**src/rtl/mem_stage_pkg.sv**
```systemverilog
// Shared definitions for the memory-access stage: access sizes, FSM states, alignment helper.
// Latency: n/a (types and pure functions only).
// Backpressure: n/a.
package mem_stage_pkg;

    localparam int mem_type_num = 2;

    localparam logic [mem_type_num-1:0] LS_B = 2'd0;
    localparam logic [mem_type_num-1:0] LS_H = 2'd1;
    localparam logic [mem_type_num-1:0] LS_W = 2'd2;

    typedef enum logic [1:0] {
        MEM_IDLE = 2'd0,
        MEM_REQ  = 2'd1,
        MEM_WAIT = 2'd2
    } mem_state_e;

    // Halfwords need an even address, words need a 4-byte aligned address.
    function automatic logic is_misaligned(input logic [mem_type_num-1:0] mem_type,
                                           input logic [1:0]              addr_lo);
        return ((mem_type == LS_H) && addr_lo[0]) ||
               ((mem_type == LS_W) && (addr_lo != 2'b00));
    endfunction

endpackage

```
**src/rtl/mem_stage_load_align.sv**
```systemverilog
// Load lane select plus zero/sign extension of the returned data word.
// Latency: combinational.
// Backpressure: none.
module mem_stage_load_align
    import mem_stage_pkg::*;
#(
    parameter int XLEN = 32
) (
    input  logic [XLEN-1:0]         rdata,
    input  logic [1:0]              addr_lo,
    input  logic [mem_type_num-1:0] mem_type,
    input  logic                    sign,
    output logic [XLEN-1:0]         data
);

    logic [7:0]  byte_lane;
    logic [15:0] half_lane;

    // Pick the addressed lane, then extend it; words pass through and ignore sign.
    always_comb begin
        byte_lane = rdata[{addr_lo, 3'b000} +: 8];
        half_lane = rdata[{addr_lo[1], 4'b0000} +: 16];
        case (mem_type)
            LS_B:    data = {{(XLEN-8){sign & byte_lane[7]}}, byte_lane};
            LS_H:    data = {{(XLEN-16){sign & half_lane[15]}}, half_lane};
            default: data = rdata;
        endcase
    end

endmodule

```
**src/rtl/mem_stage.sv**
```systemverilog
// Memory-access stage: drives the data-memory req/gnt/rvalid bus and registers MEM/WB values.
// Latency: non-memory op 1 cycle; load/store 1 + gnt delay + rvalid delay cycles.
// Backpressure: mem_hold freezes upstream until rvalid completes the access.
module mem_stage
    import mem_stage_pkg::*;
#(
    parameter int XLEN  = 32,
    parameter int RADDR = 5
) (
    input  logic                    clk,
    input  logic                    rstn,
    input  logic [XLEN-1:0]         MEM_result,
    input  logic [XLEN-1:0]         MEM_FD_rs2_data,
    input  logic [RADDR-1:0]        MEM_rd_addr,
    input  logic                    MEM_rmem,
    input  logic                    MEM_wmem,
    input  logic                    MEM_wen,
    input  logic [mem_type_num-1:0] MEM_mem_type,
    input  logic                    MEM_mem_sign,
    output logic                    dmem_req,
    output logic                    dmem_we,
    output logic [XLEN-1:0]         dmem_addr,
    output logic [XLEN-1:0]         dmem_wdata,
    output logic [3:0]              dmem_be,
    input  logic                    dmem_gnt,
    input  logic                    dmem_rvalid,
    input  logic [XLEN-1:0]         dmem_rdata,
    output logic                    mem_hold,
    output logic                    misalign,
    output logic [XLEN-1:0]         WB_result,
    output logic [RADDR-1:0]        WB_rd_addr,
    output logic                    WB_wen
);

    mem_state_e       state_q, state_d;
    logic [XLEN-1:0]  wb_result_q, wb_result_d;
    logic [RADDR-1:0] wb_rd_addr_q, wb_rd_addr_d;
    logic             wb_wen_q, wb_wen_d;
    logic             misalign_q, misalign_d;

    logic             mem_op, mis_hit, access, done;
    logic [XLEN-1:0]  load_data;

    // Classify the incoming op; a misaligned op never reaches the bus.
    always_comb begin
        mem_op  = MEM_rmem | MEM_wmem;
        mis_hit = mem_op & is_misaligned(MEM_mem_type, MEM_result[1:0]);
        access  = mem_op & ~mis_hit;
    end

    // Store formatting; upstream is frozen, so these stay stable for the whole access.
    always_comb begin
        dmem_addr = {MEM_result[XLEN-1:2], 2'b00};
        dmem_we   = MEM_wmem;
        case (MEM_mem_type)
            LS_B: begin
                dmem_wdata = {(XLEN/8){MEM_FD_rs2_data[7:0]}};
                dmem_be    = 4'b0001 << MEM_result[1:0];
            end
            LS_H: begin
                dmem_wdata = {(XLEN/16){MEM_FD_rs2_data[15:0]}};
                dmem_be    = 4'b0011 << {MEM_result[1], 1'b0};
            end
            default: begin
                dmem_wdata = MEM_FD_rs2_data;
                dmem_be    = 4'b1111;
            end
        endcase
    end

    mem_stage_load_align #(.XLEN(XLEN)) u_load_align (
        .rdata    (dmem_rdata),
        .addr_lo  (MEM_result[1:0]),
        .mem_type (MEM_mem_type),
        .sign     (MEM_mem_sign),
        .data     (load_data)
    );

    // Bus FSM: next state, request and hold; reset forces req/hold low.
    always_comb begin
        state_d  = state_q;
        dmem_req = 1'b0;
        mem_hold = 1'b0;
        done     = 1'b0;
        case (state_q)
            MEM_IDLE: begin
                if (access) begin
                    dmem_req = 1'b1;
                    mem_hold = 1'b1;
                    state_d  = dmem_gnt ? MEM_WAIT : MEM_REQ;
                end
            end
            MEM_REQ: begin
                dmem_req = 1'b1;
                mem_hold = 1'b1;
                if (dmem_gnt) begin
                    state_d = MEM_WAIT;
                end
            end
            MEM_WAIT: begin
                if (dmem_rvalid) begin
                    state_d = MEM_IDLE;
                    done    = 1'b1;
                end else begin
                    mem_hold = 1'b1;
                end
            end
            default: state_d = MEM_IDLE;
        endcase
        if (!rstn) begin
            dmem_req = 1'b0;
            mem_hold = 1'b0;
        end
    end

    // WB next values: pass-through for ALU ops, extended data on completion, no write otherwise.
    always_comb begin
        wb_result_d  = wb_result_q;
        wb_rd_addr_d = wb_rd_addr_q;
        wb_wen_d     = 1'b0;
        misalign_d   = 1'b0;
        if (state_q == MEM_IDLE && !mem_op) begin
            wb_result_d  = MEM_result;
            wb_rd_addr_d = MEM_rd_addr;
            wb_wen_d     = MEM_wen;
        end else if (state_q == MEM_IDLE && mis_hit) begin
            wb_rd_addr_d = MEM_rd_addr;
            misalign_d   = 1'b1;
        end else if (done) begin
            // A store wins over a simultaneous load and never writes back.
            wb_result_d  = MEM_wmem ? MEM_result : load_data;
            wb_rd_addr_d = MEM_rd_addr;
            wb_wen_d     = MEM_wen & ~MEM_wmem;
        end
    end

    // State and MEM/WB registers with synchronous reset.
    always_ff @(posedge clk) begin
        if (!rstn) begin
            state_q      <= MEM_IDLE;
            wb_result_q  <= '0;
            wb_rd_addr_q <= '0;
            wb_wen_q     <= 1'b0;
            misalign_q   <= 1'b0;
        end else begin
            state_q      <= state_d;
            wb_result_q  <= wb_result_d;
            wb_rd_addr_q <= wb_rd_addr_d;
            wb_wen_q     <= wb_wen_d;
            misalign_q   <= misalign_d;
        end
    end

    assign WB_result  = wb_result_q;
    assign WB_rd_addr = wb_rd_addr_q;
    assign WB_wen     = wb_wen_q;
    assign misalign   = misalign_q;

endmodule

```
**config.mk**
```make
export PLATFORM = sky130hd
export DESIGN_NAME = mem_stage
export DESIGN_NICKNAME = d
export VERILOG_FILES = /design/src/rtl/mem_stage_pkg.sv /design/src/rtl/mem_stage_load_align.sv /design/src/rtl/mem_stage.sv
export SDC_FILE = /design/constraint.sdc
export NUM_CORES = 1
export LEC_CHECK = 0
export ABC_AREA = 1
export BUFFER_PORTS_ARGS = -buffer_cell sky130_fd_sc_hd__buf_4
export CORE_UTILIZATION = 30
export DETAILED_ROUTE_END_ITERATION = 7
export GPL_TIMING_DRIVEN = 0
export PLACE_DENSITY_LB_ADDON = 0.3
export RECOVER_POWER = 25
export SYNTH_ARGS = -nofsm -noshare
export SYNTH_HDL_FRONTEND = slang
export SYNTH_HIERARCHICAL = 1
export SYNTH_SLANG_ARGS = --single-unit
```
**constraint.sdc**
```tcl
create_clock -name clk -period 1.51 [get_ports clk]
set_clock_uncertainty 0.15 [all_clocks]
set_input_delay 0.0755 -clock clk [delete_from_list [all_inputs] [get_ports clk]]
set_output_delay 0.0755 -clock clk [all_outputs]
set_load 0.01 [all_outputs]
```
; Word level (Yosys, flattened, before mapping)
; Index checks and enable logic that the tools add are counted.
[op_classes]
eq_ne = 8
n_shift = 4
muxes = 27
bitwise = 9
reduce_logical = 14
[op_table]
columns = cell, n
row1 = 32-bit two-way mux, 4
row2 = 32-bit case mux with 2 select lines, 2
row3 = 32-bit by 6-bit variable part select with 16-bit output, 1
row4 = 32-bit by 6-bit variable part select with 8-bit output, 1
row5 = 5-bit two-way mux, 3
row6 = 1-bit two-way mux, 10
row7 = 2-bit two-way mux, 4
row8 = 2-bit inequality test (second input constant), 4
row9 = 4-bit case mux with 2 select lines, 1
row10 = 2-bit case mux with 3 select lines, 1
row11 = 1-bit AND, 5
row12 = 2-bit by 1-bit equality test with 1-bit output (second input constant), 2
row13 = 2-bit equality test (second input constant), 2
row14 = 1-bit logical AND, 4
row15 = 2-bit zero test, 2
row16 = 2-bit nonzero test, 2
row17 = 1-bit by 2-bit left shift with 4-bit output (first input constant), 1
row18 = 2-bit by 2-bit left shift with 4-bit output (first input constant), 1
row19 = 1-bit NOT, 3
row20 = 1-bit case mux with 3 select lines, 1
row21 = 3-bit AND reduction, 1
row22 = 3-bit nonzero test, 1
row23 = 1-bit case mux with 2 select lines, 1
row24 = 2-bit AND reduction, 1
row25 = other kinds (4), 4
[totals]
regBits = 41
in_bits = 111

; Depth between registers and ports, before layout
[depth]
depth_word = 9
ltp_mapped = 13
ltp_nobuf = 11

; Cells and area by module
; The synthesis kept the hierarchy.
[modules_own_cells]
columns = mod, instances, cells_per_inst, area_each_um2, seq_area_each_um2
row1 = mem_stage, 1, 444, 2727.6, 820.8
row2 = mem_stage_load_align, 1, 158, 835.8, 0.0

; Worst setup path before layout
; No wires, ideal clock.
[synth_path]
path_type = input to register
from = input MEM_result[1]
to = register wb_result_q[16], in the netlist WB_result[16]
setup_ns = 0.117
arrival_ns = 1.030
slack_ns = 0.213
stages = 13
cell_sequence = buf_4 > inv_4 > nand2_1 > nand2_2 > nand2_2 > nand2_2 > nand2_4 > buf_6 > nand3_2 > nand3_1 > nand2_1 > nor2_1 > nor2_1
[synth_between]
elab_chain_len = 7
[synth_rtl]
columns = element, line_no
row1 = start: declaration, mem_stage.sv:12  ; input logic [XLEN-1:0] MEM_result,
row2 = 32-bit by 6-bit variable part select with 16-bit output or 32-bit by 6-bit variable part select with 8-bit output (tied branches), "mem_stage_load_align.sv:22, mem_stage_load_align.sv:21"
row3 = "1-bit AND, on equally long branches", "mem_stage_load_align.sv:25, mem_stage_load_align.sv:24"
row4 = 32-bit case mux with 2 select lines (*), mem_stage_load_align.sv:23  ; case (mem_type)
row5 = via load_data[16], mem_stage.sv:42  ; logic [XLEN-1:0] load_data;
row6 = 32-bit two-way mux (*), mem_stage.sv:131  ; wb_result_d = MEM_wmem ? MEM_result : load_data;
row7 = 32-bit two-way mux (*), mem_stage.sv:129  ; end else if (done) begin
row8 = 32-bit two-way mux (*), mem_stage.sv:126  ; end else if (state_q == MEM_IDLE && mis_hit) begin
row9 = 32-bit two-way mux (*), mem_stage.sv:122  ; if (state_q == MEM_IDLE && !mem_op) begin
row10 = end signal: assignment, mem_stage.sv:147  ; wb_result_q <= wb_result_d;
row11 = end: declaration, mem_stage.sv:36  ; logic [XLEN-1:0] wb_result_q, wb_result_d;
; The timed path passes the listed nets; every way through them passes the cells marked *. The select of a mux whose other input is x is not followed.
; A chain may end at the register's enable or synchronous reset.

; Worst setup path after layout
[layout_path]
from = register state_q[0]
to = output mem_hold
[layout_between]
elab_chain_len = 3
[layout_rtl]
columns = element, line_no
row1 = start: declaration, mem_stage.sv:35  ; mem_state_e state_q, state_d;
row2 = start signal: assignment, mem_stage.sv:146  ; state_q <= state_d;
row3 = 2-bit equality test (tied with other cells), mem_stage.sv:85  ; case (state_q)
row4 = 1-bit case mux with 3 select lines (*), mem_stage.sv:85
row5 = 1-bit two-way mux (*), mem_stage.sv:110  ; if (!rstn) begin
row6 = end: declaration, mem_stage.sv:28  ; output logic mem_hold,
; Mark *: on every way between the ends. The rest lies on a longest branch, timed or not.

==> summary.txt <==
STA
  – Final Worst Setup Slack: between 15 and 20 ps
  – Final Hold Fails: 0
  – Relative slew slack: 0.634
  – RSZ-0062 raised after global routing: yes
  – Highest Clock Rate: 0.671 GHz
  – Final period util: 0.988
  – Fin crit period: 1490 ps
  – Worst slew pin tran: between 500 and 600 ps
  – Final Slew Violations: 0
  – Final setup viols: 0

Synth
  – Synthesized flop and latch total: just over 40
  – Mapped Area: around 3600 µm²
  – Synth Area per Inst: around 5.9 µm²
  – Synth unique cells: 26
  – Cells after Synth: 602
  – Sequential share of the synthesized area: 0.230
  – Ys Warns: 6

Power
  – Pwr Total: between 4 and 5 mW
  – VDD IR max: between 0.5 and 0.6 mV
  – Combinational share of power: 0.425
  – Sw Pwr: ~1.4 mW
  – Sequential share of power: 0.308
  – Cell Pwr Density: about 680 nW/µm²
  – Clock network power share: 0.267
  – P_int: roughly 2.7 mW
  – Leakage: around 3.3 nW
  – Net Sw Frac: 0.336

GRT
  – Initial antenna violation count: 0
  – Vias in the first global route: 4466
  – Global route overflow: 0
  – First-pass GRT wire length: 22100 µm
  – Largest net degree at the start of global routing: 14
  – Gr usage total: 0.220

Routing
  – Routed vias/inst: approximately 4.6
  – Starting DRT DRC Count: 327
  – Detailed-router iteration count before antenna repair: 7
  – DR DRC count: 19
  – Vias: 4671
  – Routed len/inst: ~13 µm
  – Final WL: about 14000 µm
  – Routed Antenna Nets: 0

Floorplan
  – Die area: ~12000 µm²
  – Core area: between 10000 and 15000 µm²
  – Die height: between 100 and 150 µm
  – I/O pin cnt: about 220
  – FP Rows: 39
  – Initial Util: 0.309
  – Die W: ~110 µm

Status
  – Status: complete, but fails checks
  – Failing checks: DRC

Clock tree
  – TritonCTS clock tree: done
  – H-Tree Depth: 2
  – Root Buffer: clkbuf_16
  – Clk slew on worst S/H paths: about 60 ps
  – Cts bufs inserted: 5
  – Clock sink count: roughly 40
  – Clk buf depth: 2
  – Worst skew pair latency: 280 ps

Placement
  – Pre-CTS setup slack: -145 ps
  – Routability Congestion: 0.916
  – Buffers on Ports: ~220
  – Dpl hpwl: ~11000 µm

Setup path
  – WP data required: approximately 1300 ps
  – WS Path Type: reg2out
  – CP arrival: between 1000 and 1500 ps
  – Critical path peak fanout: 4
  – CP startpoint kind: register
  – CP max stage delay: between 300 and 400 ps
  – CP cell instances: nor2_4, nand4_1, nand2_1, nand2_1, nand2_1, buf_4
  – Crit-path most repeated cell: nand2_1
  – Type of destination of the critical path: primary output
  – Slowest CP cell: dfxtp_4

Final layout
  – Fraction of layout cells with a size suffix above 1: 0.363
  – Final net count: between 900 and 1000
  – Layout area overhead: 66.7%
  – N_diodes: 0
  – Final core occ: 0.516

Job
  – Max_cap viols: 0

Worst hold path
  – Worst hold path type: in2reg
==> cell usage after synthesis (all sizes together) <==
master	instances	area (µm²)
nand2	236	931
nor2	81	347
nand3	78	510
buf	65	475
o21ai	46	230
dfxtp	41	821
inv	26	105
clkbuf	12	45.0
a21oi	8	40.0
o211ai	4	30.0
a22oi	1	7.51
and3	1	6.26
conb	1	3.75
nand4	1	6.26
nor3	1	5.00
==> final cells by class <==
| type | count | area, µm² |
|---|---|---|
| Sequential cell | 41 | 826 |
| Inverter | 26 | 105 |
| Buffer | 77 | 566 |
| Tap cell | 143 | 179 |
| Fill cell | 1226 | 5580 |
| Timing Repair Buffer | 260 | 1920 |
| Clock inverter | 2 | 13.8 |
| Multi-Input combinational cell | 459 | 2190 |
| Clock buffer | 6 | 139 |
==> metrics by stage <==
step	hold slack, ps	TNS, ps	instances	area, µm²
2_1_floorplan	57.2	0	603	3570
3_3_place_gp	146	-2270	964	5380
3_5_place_dp	152	-2460	964	5380
4_1_cts	13.3	0	1012	5940
5_1_grt	83.6	-121	1014	5940
6_report	5.73	0	1014	5940
==> critical path, delay by kind of cell (launching register included) <==
kind                   cells  cell delay, ps
flip-flops                 1             360
AND/OR/NAND/NOR            5             510
buffers and inverters      1             110
==> state kept, by name, summed over array words and instances (netlist names) <==
register and flops:
WB_result 32, WB_rd_addr 5, state_q 2, WB_wen 1, misalign 1
==> cell families after synthesis <==
logic type,share of synthesized area
buffers and inverters,0.176
and+or+nand+nor,0.507
other,0.00105
DFF,0.230
AOI/OAI and AO/OA,0.0864
==> final timing paths <==
kind,from,end,slack [ps],depth (start not counted)
setup / recovery,state_q[0]$_SDFFE_PN0P_,mem_hold,20,6
setup reg to reg,state_q[0]$_SDFFE_PN0P_,WB_rd_addr[3]$_SDFFE_PN0P_,70,7
hold reg to reg,WB_result[20]$_SDFFE_PN0P_,WB_result[20]$_SDFFE_PN0P_,360,2
hold / removal,MEM_result[0],WB_result[0]$_SDFFE_PN0P_,6,5
==> what timing repair did <==
action	4_1_cts	5_1_grt
hold buffers	40	1
hold endpoints to repair	39	1
endpoints found under the setup margin	0	40
setup buffers	0	2
gates resized for setup	0	38
==> layer usage <==
layer  GRT usage  vias to the layer above  routed length, µm  part of all wire
met5           0                        -                  0                 0
met1       0.292                     2070               5870              0.43
met2       0.368                      182               6400              0.47
met3      0.0366                       21                974             0.072
li1            -                     2398                  -                 -
met4      0.0575                        0                272             0.020
==> power by group through the flow <==
| stage | registers (mW) | clock network (mW) | logic, mW |
|---|---|---|---|
| CTS | 1.25 | 1.10 | 1.73 |
| global route | 1.27 | 1.15 | 1.90 |
| floorplan | 1.32 | 0 | 0.812 |
| detailed placement | 1.28 | 0 | 1.64 |
| global placement | 1.27 | 0 | 1.63 |
| finish | 1.25 | 1.09 | 1.73 |
==> layout by cell type, fill, tap and decap left out, drive strengths merged <==
master / Yosys / final
nor3: 1 / 1
dlygate4sd3: 0 / 40
nor2: 81 / 81
and3: 1 / 1
o211ai: 4 / 4
clkbuf: 12 / 54
o21ai: 46 / 46
a21oi: 8 / 8
conb: 1 / 2
dfxtp: 41 / 41
buf: 65 / 249
clkinv: 0 / 2
inv: 26 / 26
a22oi: 1 / 1
nand4: 1 / 1
nand2: 236 / 236
nand3: 78 / 78
Note: power is estimated with default switching activity, not from simulation.
